File: src/rtl/lut_sweep_delay.sv
// Programmable N-input truth-table evaluator with a LAT-deep registered result pipe.
// A sweep FSM walks every input vector in ascending order; IDLE also accepts external vectors.
module lut_sweep_delay #(
    parameter int N_IN = 3,
    parameter int LAT  = 2,
    parameter int HOLD = 1,
    localparam int TT_W = 1 << N_IN
) (
    input  logic            clk,
    input  logic            rst,
    input  logic            tt_load,
    input  logic [TT_W-1:0] tt_data,
    input  logic            start,
    input  logic            ext_en,
    input  logic [N_IN-1:0] ext_in,
    output logic [N_IN-1:0] vec_out,
    output logic            q,
    output logic            q_valid,
    output logic            busy,
    output logic            done
);

    localparam logic [7:0]      HOLD_LAST  = 8'(HOLD - 1);
    localparam logic [N_IN-1:0] VEC_LAST   = {N_IN{1'b1}};
    localparam logic [3:0]      DRAIN_INIT = (LAT > 1) ? 4'(LAT - 2) : 4'd0;

    typedef enum logic [1:0] {IDLE, SWEEP, DRAIN, DONE} state_t;

    state_t          state, state_nxt;
    logic [N_IN-1:0] vec_cnt, vec_nxt;
    logic [7:0]      hold_cnt, hold_nxt;
    logic [3:0]      drain_cnt, drain_nxt;
    logic [TT_W-1:0] tt;
    logic            tt_we;
    logic            issue;
    logic [N_IN-1:0] issue_vec;

    logic [LAT-1:0]  vld_p;
    logic [N_IN-1:0] vec_p [LAT];
    logic [LAT-1:0]  bit_p;

    always_ff @(posedge clk) begin
        if (rst) begin
            state     <= IDLE;
            vec_cnt   <= '0;
            hold_cnt  <= '0;
            drain_cnt <= '0;
            tt        <= '0;
        end else begin
            state     <= state_nxt;
            vec_cnt   <= vec_nxt;
            hold_cnt  <= hold_nxt;
            drain_cnt <= drain_nxt;
            if (tt_we) tt <= tt_data;
        end
    end

    always_comb begin
        state_nxt = state;
        vec_nxt   = vec_cnt;
        hold_nxt  = hold_cnt;
        drain_nxt = drain_cnt;
        issue     = 1'b0;
        issue_vec = vec_cnt;
        tt_we     = 1'b0;
        busy      = 1'b0;
        done      = 1'b0;
        case (state)
            IDLE: begin
                tt_we = tt_load;
                if (start) begin
                    state_nxt = SWEEP;
                    vec_nxt   = '0;
                    hold_nxt  = '0;
                end else if (ext_en) begin
                    issue     = 1'b1;
                    issue_vec = ext_in;
                end
            end
            SWEEP: begin
                busy  = 1'b1;
                issue = (hold_cnt == 8'd0);
                if (hold_cnt == HOLD_LAST) begin
                    hold_nxt = '0;
                    // Counter stops on all-ones rather than wrapping back to zero.
                    if (vec_cnt == VEC_LAST) begin
                        state_nxt = (LAT == 1) ? DONE : DRAIN;
                        drain_nxt = DRAIN_INIT;
                    end else begin
                        vec_nxt = vec_cnt + 1'b1;
                    end
                end else begin
                    hold_nxt = hold_cnt + 8'd1;
                end
            end
            DRAIN: begin
                busy = 1'b1;
                if (drain_cnt == 4'd0) state_nxt = DONE;
                else                   drain_nxt = drain_cnt - 4'd1;
            end
            DONE: begin
                done      = 1'b1;
                tt_we     = tt_load;
                state_nxt = IDLE;
            end
            default: state_nxt = IDLE;
        endcase
    end

    always_ff @(posedge clk) begin
        if (rst) begin
            vld_p <= '0;
        end else begin
            vld_p[0] <= issue;
            for (int i = 1; i < LAT; i++) vld_p[i] <= vld_p[i-1];
        end
    end

    // Stage 0 samples the table at issue; later stages only advance on a valid
    // entry, so the last stage holds its value across bubbles.
    always_ff @(posedge clk) begin
        if (issue) begin
            vec_p[0] <= issue_vec;
            bit_p[0] <= tt[issue_vec];
        end
        // Stage i-1 -> stage i
        for (int i = 1; i < LAT; i++) begin
            if (vld_p[i-1]) begin
                vec_p[i] <= vec_p[i-1];
                bit_p[i] <= bit_p[i-1];
            end
        end
        if (rst) begin
            vec_p[LAT-1] <= '0;
            bit_p[LAT-1] <= 1'b0;
        end
    end

    assign vec_out = vec_p[LAT-1];
    assign q       = bit_p[LAT-1];
    assign q_valid = vld_p[LAT-1];

endmodule
File: config.mk
export PLATFORM = sky130hd
export DESIGN_NAME = lut_sweep_delay
export DESIGN_NICKNAME = d
export VERILOG_FILES = /design/src/rtl/lut_sweep_delay.sv
export SDC_FILE = /design/constraint.sdc
export NUM_CORES = 1
export LEC_CHECK = 0
export ABC_AREA = 1
export CORE_UTILIZATION = 55
export CTS_CLUSTER_SIZE = 10
export DETAILED_ROUTE_END_ITERATION = 16
export PLACE_DENSITY = 0.85
export RECOVER_POWER = 100
export SYNTH_ARGS = -nofsm -noshare
export SYNTH_HDL_FRONTEND = slang
export SYNTH_SLANG_ARGS = --single-unit
File: constraint.sdc
create_clock -name clk -period 1.95 [get_ports clk]
set_input_delay 0.195 -clock clk [delete_from_list [all_inputs] [get_ports clk]]
set_output_delay 0.195 -clock clk [all_outputs]
set_load 0.05 [all_outputs]
# [Yosys cells after proc, flatten, opt, wreduce, memory -nomap -nowiden]
# Memories as Yosys holds them, arrays and structs flattened.
# Cells that the tools add are included.
[classes] addsub=3 mul=0 div_mod_pow=0 n_lt_le_gt_ge=1 eq_ne=10 shift=0 n_mux=34 n_bitwise=1 n_reduce_logical=11
[op_table] cell="$mux W3" count=7
[op_table] cell="$mux W8" count=2
[op_table] cell="$pmux W8 S2" count=1
[op_table] cell="$mux W1" count=12
[op_table] cell="$mux W4" count=3
[op_table] cell="$ne A2 B2 Y1 const B" count=6
[op_table] cell="$reduce_and A4 Y1" count=3
[op_table] cell="$add A8 B1 Y8 const B" count=1
[op_table] cell="$logic_not A8 Y1" count=1
[op_table] cell="$mux W2" count=4
[op_table] cell="$pmux W2 S4" count=1
[op_table] cell="$pmux W4 S2" count=1
[op_table] cell="$pmux W3 S2" count=1
[op_table] cell="$eq A2 B2 Y1 const B" count=2
[op_table] cell="$logic_not A4 Y1" count=1
[op_table] cell="$lt A3 B4 Y1 const B" count=1
[op_table] cell="$reduce_bool A2 Y1" count=2
[op_table] cell="$reduce_or A2 Y1" count=2
[op_table] cell="$sub A4 B1 Y4 const B" count=1
[op_table] cell="$add A3 B1 Y3 const B" count=1
[op_table] cell="$bmux W1 S3" count=1
[op_table] cell="$eq A3 B3 Y1 const B" count=1
[op_table] cell="$eq A2 B1 Y1 const B" count=1
[op_table] cell="$logic_not A2 Y1" count=1
[op_table] cell="other kinds (3)" count=3
[word_totals] reg_bits=29 latchBits=0 ram_bits=6 mem_bits_ro=0 in_bits=16 out_inout_bits=7 word_cells=69 mem_count=1
[mem_list] memory="vec_p" words=2 width=3 rd=2 rd_ports_with_merged_regs=0 write_ports=2 line_no="39" rtl="logic [N_IN-1:0] vec_p [LAT];"

# [Longest topological paths before layout]
[depth] ltp_word=5 depth_mapped=11 ltp_nobuf=10

# [Worst setup path before layout]
# No wires, ideal clock.
[synth_path] kind="reg2reg" startpoint="reg state[0]" endpoint="reg tt[3]" setup_time_ns=0.070 t_arrival_ns=1.703 t_required_ns=1.880 path_slack_ns=0.177 path_stages_with_launch=8 path_buffers=1 synth_period_minus_slack_ns=1.773 path_cell_list="dfxtp_1 -> inv_1 -> ha_1 -> nor2_1 -> inv_1 -> clkbuf_1 -> o21ai_0 -> a21oi_1"
[synth_via] elab_chain_len=3 word_cells_on_any_way=4 cone_classes="eq/ne: 1; mux: 1; reduce/logical: 2"
[synth_rtl] item="from (decl)" line_no="29" rtl="state_t state, state_nxt;"
[synth_rtl] item="from (signal assigned)" line_no="50" rtl="state <= state_nxt;"
[synth_rtl] item="$eq A2 B2 Y1 or $logic_not A2 Y1 (tied branches)" line_no="68" rtl="case (state)"
[synth_rtl] item="$reduce_or A2 Y1 (no source line) *"
[synth_rtl] item="$mux W1 *" line_no="68"
[synth_rtl] item="to (signal assigned)" line_no="54" rtl="if (tt_we) tt <= tt_data;"
[synth_rtl] item="to (decl)" line_no="33" rtl="logic [TT_W-1:0] tt;"
# Mark *: on every way between the ends. The rest lies on a longest branch, timed or not.
# A chain may end at the register's enable or synchronous reset.

# [Worst setup path in the final report]
[layout_path] startpoint="reg state[1]" endpoint="out done"
[layout_via] elab_chain_len=2
[layout_rtl] item="$eq A2 B2 Y1" line_no="68"
[layout_rtl] item="$mux W1" line_no="68"
[layout_rtl] item="to (decl)" line_no="20" rtl="output logic done"
# No other way between the ends.

==> impl_results.html <==
<table>
<tr><th>Metric</th><th>Value</th></tr>
<tr><th colspan="2">Run status</th></tr>
<tr><td>Status</td><td>completed</td></tr>
<tr><th colspan="2">Cells and area</th></tr>
<tr><td>Non-Filler Cell Area, Final</td><td>2218 µm²</td></tr>
<tr><td>Final Net Count</td><td>316</td></tr>
<tr><td>Fraction of layout cells with a size suffix above 1</td><td>7.216%</td></tr>
<tr><td>Antenna Cells</td><td>0</td></tr>
<tr><td>Fill cells</td><td>267</td></tr>
<tr><td>Area grow syn2layout</td><td>18.28%</td></tr>
<tr><th colspan="2">Clock network</th></tr>
<tr><td>TritonCTS clock tree</td><td>done</td></tr>
<tr><td>Clock insertion delay at the later pin of the skew report</td><td>0.33 ns</td></tr>
<tr><td>Clk pin slew, worst setup/hold paths</td><td>0.11 ns</td></tr>
<tr><td>Number of sinks handled by clock tree synthesis</td><td>35</td></tr>
<tr><td>Number of buffers between clock root and the deepest sink</td><td>2</td></tr>
<tr><td>Hold bufs inserted after CTS</td><td>0</td></tr>
<tr><td>Buffer count from post-CTS setup fixing</td><td>0</td></tr>
<tr><td>Clock H-tree levels</td><td>2</td></tr>
<tr><td>Count of cells resized by post-cts repair</td><td>0</td></tr>
<tr><td>Inserted Clock Buffers</td><td>5</td></tr>
<tr><td>Buffer cell driving the clock tree root</td><td>sky130_fd_sc_hd__clkbuf_4</td></tr>
<tr><th colspan="2">STA</th></tr>
<tr><td>Setup repair after global routing missed its margin</td><td>false</td></tr>
<tr><td>Final Hold Violating Endpoints</td><td>0</td></tr>
<tr><td>Worst slew pin tran</td><td>0.4958 ns</td></tr>
<tr><td>Worst rel slew slack</td><td>66.84%</td></tr>
<tr><td>Setup slack after layout</td><td>0.1030 ns</td></tr>
<tr><td>Final max-slew violation count</td><td>0</td></tr>
<tr><td>Crit path time final</td><td>1.847 ns</td></tr>
<tr><td>Ratio of final minimum period to clock period</td><td>94.72%</td></tr>
<tr><td>TNS Setup</td><td>0 ns</td></tr>
<tr><td>Final setup violation count</td><td>0</td></tr>
<tr><td>Max Fclk</td><td>0.5414 GHz</td></tr>
<tr><td>Clock Skews</td><td>0.007400 ns</td></tr>
<tr><th colspan="2">GRT</th></tr>
<tr><td>Overflow left after global routing</td><td>0</td></tr>
<tr><td>Largest net degree at the start of global routing</td><td>17</td></tr>
<tr><td>First-pass GRT wire length</td><td>6078 µm</td></tr>
<tr><td>Number of global-route vias before repair</td><td>1456</td></tr>
<tr><td>Antenna violations before repair</td><td>0</td></tr>
<tr><td>Tot GR Track Use</td><td>22.01%</td></tr>
<tr><th colspan="2">Setup path</th></tr>
<tr><td>Worst Path Max Fanout</td><td>3</td></tr>
<tr><td>CP Cell Sequence</td><td>ha_1, clkdlybuf4s50_1</td></tr>
<tr><td>Largest incremental delay on the critical path</td><td>0.79 ns</td></tr>
<tr><td>Startpoint type of the worst setup path</td><td>flip-flop</td></tr>
<tr><td>Data arrival, critical path</td><td>1.65 ns</td></tr>
<tr><td>Crit. Startpoint</td><td>state[1]</td></tr>
<tr><td>Worst setup EP type</td><td>primary output</td></tr>
<tr><td>Kind of critical path</td><td>flip-flop to primary output</td></tr>
<tr><td>Critical path required time</td><td>1.75 ns</td></tr>
<tr><td>Cell with the largest stage delay on the worst path</td><td>sky130_fd_sc_hd__clkdlybuf4s50_1</td></tr>
<tr><td>Worst reg2reg path startpoint</td><td>state[0]</td></tr>
<tr><th colspan="2">Min path</th></tr>
<tr><td>Startpoint of the most critical hold path</td><td>tt_data[0]</td></tr>
<tr><td>Kind of path behind the tightest hold check</td><td>input port to flip-flop</td></tr>
<tr><th colspan="2">Floorplan</th></tr>
<tr><td>Die outline width</td><td>60.40 µm</td></tr>
<tr><td>Top Ports</td><td>23</td></tr>
<tr><td>Area of the die</td><td>3648 µm²</td></tr>
<tr><td>Number of core rows</td><td>20</td></tr>
<tr><td>Starting utilization of the core area</td><td>59.48%</td></tr>
<tr><td>Die outline height</td><td>60.40 µm</td></tr>
<tr><td>Core outline area</td><td>3153 µm²</td></tr>
<tr><th colspan="2">Route</th></tr>
<tr><td>Antenna-violating nets left</td><td>0</td></tr>
<tr><td>DRT iter0 DRCs</td><td>47</td></tr>
<tr><td>Post-detailed-route wirelength per cell</td><td>10.70 µm</td></tr>
<tr><td># DRC</td><td>0</td></tr>
<tr><td>First drt pass iteration count</td><td>4</td></tr>
<tr><td>Vias per std cell</td><td>5.036</td></tr>
<tr><td>Routed via count</td><td>1687</td></tr>
<tr><td>Wirelength, routed</td><td>3585 µm</td></tr>
<tr><th colspan="2">Synthesis</th></tr>
<tr><td>Number of warnings printed during yosys synthesis</td><td>0</td></tr>
<tr><td>Post-synthesis async set-or-reset flop share</td><td>0%</td></tr>
<tr><td>Per-instance average area after synthesis</td><td>7.131 µm²</td></tr>
<tr><td>Share of synthesized area occupied by flip-flops and latches</td><td>39.49%</td></tr>
<tr><td>Post-synth EDFFs</td><td>4</td></tr>
<tr><td>Seq cells post-synth</td><td>35</td></tr>
<tr><td>Cell count after synthesis</td><td>263</td></tr>
<tr><td>Synth Flop Type</td><td>sky130_fd_sc_hd__dfxtp_1</td></tr>
<tr><td>Post-synthesis cell type count</td><td>26</td></tr>
<tr><td>Net count after synthesis</td><td>289</td></tr>
<tr><td>Cell Area, Synth</td><td>1876 µm²</td></tr>
<tr><th colspan="2">Pwr</th></tr>
<tr><td>Switching Share</td><td>39.60%</td></tr>
<tr><td>Max rail drop VDD</td><td>0.0007845 V</td></tr>
<tr><td>Portion of total power attributed to sequential cells</td><td>35.5%</td></tr>
<tr><td>Proportion of power drawn by combinational gates</td><td>41.3%</td></tr>
<tr><td>Power per standard cell area</td><td>1258 nW/µm²</td></tr>
<tr><td>Internal power</td><td>1.685 mW</td></tr>
<tr><td>Power spent charging and discharging nets</td><td>1.105 mW</td></tr>
<tr><td>Leakage power figure</td><td>1.049 nW</td></tr>
<tr><td>Clock network fraction of total power</td><td>23.2%</td></tr>
<tr><th colspan="2">Place</th></tr>
<tr><td>DP Worst Slack</td><td>0.1818 ns</td></tr>
<tr><td>Final Wtd Congestion</td><td>0.8298</td></tr>
<tr><td>Count of buffers from port buffering</td><td>22</td></tr>
<tr><td>Total half-perimeter wirelength after legalization and detailed placement</td><td>2683 µm</td></tr>
<tr><td>Post-detailed-placement cell area</td><td>2145 µm²</td></tr>
<tr><th colspan="2">Flow run</th></tr>
<tr><td>Maxcap violations</td><td>0</td></tr>
</table>
==> registers in the layout, summed over array words and instances, names as in the netlist <==
register   flops
hold_cnt       8
vld_p          2
tt             8
vec_p          6
vec_cnt        3
bit_p          2
state          2
drain_cnt      4
==> cells in the mapped netlist, types with 4 or more instances <==
library cell,number,share of area (%)
sky130_fd_sc_hd__nand2_1,60,12
sky130_fd_sc_hd__inv_1,37,7.4
sky130_fd_sc_hd__nor2_1,33,6.6
sky130_fd_sc_hd__dfxtp_1,31,33
sky130_fd_sc_hd__nand3_1,17,4.5
sky130_fd_sc_hd__a21oi_1,16,4.3
sky130_fd_sc_hd__o21ai_0,14,3.7
sky130_fd_sc_hd__nand4_1,11,3.7
sky130_fd_sc_hd__ha_1,10,6.7
sky130_fd_sc_hd__edfxtp_1,4,6.4
sky130_fd_sc_hd__nand3b_1,4,1.6
==> worst paths after layout <==
kind	endpoint	cells past startpoint	slack, ns
hold / removal	tt[0]	3	0.44
setup / recovery	done	2	0.10
hold reg to reg	tt[7]	2	0.47
setup reg to reg	bit_p[0]	10	0.21
==> cell type report <==
cell class                 count  area [µm²]  area share [%]
multi-input combinational    183       938.4           42.30
inverter                      41       156.4           7.050
clock inverter                 2       60.06           2.707
timing repair buffer          24       226.5           10.21
tap                           44       55.05           2.482
sequential                    35       740.7           33.39
clock buffer                   6       41.29           1.861
==> placed cells by master (no fill, tap or decap), types with 2 or more instances in the layout <==
| cell | instances |
|---|---|
| sky130_fd_sc_hd__nand2_1 | 60 |
| sky130_fd_sc_hd__inv_1 | 38 |
| sky130_fd_sc_hd__nor2_1 | 34 |
| sky130_fd_sc_hd__dfxtp_1 | 31 |
| sky130_fd_sc_hd__nand3_1 | 19 |
| sky130_fd_sc_hd__a21oi_1 | 16 |
| sky130_fd_sc_hd__clkdlybuf4s50_1 | 15 |
| sky130_fd_sc_hd__o21ai_0 | 14 |
| sky130_fd_sc_hd__nand4_1 | 11 |
| sky130_fd_sc_hd__ha_1 | 10 |
| sky130_fd_sc_hd__dlygate4sd3_1 | 6 |
| sky130_fd_sc_hd__clkbuf_4 | 5 |
| sky130_fd_sc_hd__o21ai_1 | 4 |
| sky130_fd_sc_hd__nand3b_1 | 4 |
| sky130_fd_sc_hd__edfxtp_1 | 4 |
| sky130_fd_sc_hd__inv_2 | 2 |
| sky130_fd_sc_hd__nor2_2 | 2 |
| sky130_fd_sc_hd__nand2_2 | 2 |
| sky130_fd_sc_hd__bufinv_16 | 2 |
| sky130_fd_sc_hd__clkbuf_1 | 2 |
==> logic make-up (layout without fill, tap and decap cells) <==
| kind of cell | after synthesis | count (layout) | synth area share (%) |
|---|---|---|---|
| AND/OR/NAND/NOR | 136 | 136 | 33.49 |
| buffers and inverters | 45 | 73 | 9.340 |
| AO/OA/AOI/OAI | 36 | 36 | 10.54 |
| flip-flops | 35 | 35 | 39.49 |
| adder cells (fa/ha/maj) | 10 | 10 | 6.671 |
| XOR/XNOR | 1 | 1 | 0.4671 |
==> stage by stage <==
stage | util [%] | hold WS (ns) | total power [mW] | instances
after floorplan | - | 0.2641 | 1.929 | 263
after global placement | 68.02 | 0.4482 | 2.179 | 327
after global routing | 70.36 | 0.4649 | 2.974 | 335
final | 70.36 | 0.4353 | 2.790 | 335
after detailed placement | 68.02 | 0.4527 | 2.207 | 327
after CTS | 71.23 | 0.4284 | 2.850 | 335
==> power groups by stage <==
stage                     clock network, mW  registers, mW  logic (mW)
after floorplan                           0           1.07       0.858
final                                 0.647          0.991        1.15
after global routing                  0.679           1.01        1.28
after global placement                    0           1.00        1.18
after detailed placement                  0           1.01        1.20
after CTS                             0.654          0.993        1.20
==> layer usage <==
metal	up-vias	GRT usage [%]	part of all wire (%)
li1	899	-	-
met1	748	29.24	50
met2	33	35.95	46
met3	7	3.838	2.9
met4	0	7.973	1.4
met5	-	0	0
==> worst max-delay path, delay by kind of cell (launching register included) <==
kind | cells | cell delay [ns]
buffers and inverters | 1 | 0.79
adders and majority gates | 1 | 0.15
DFF | 1 | 0.37
(Power assumes the default switching activity.)
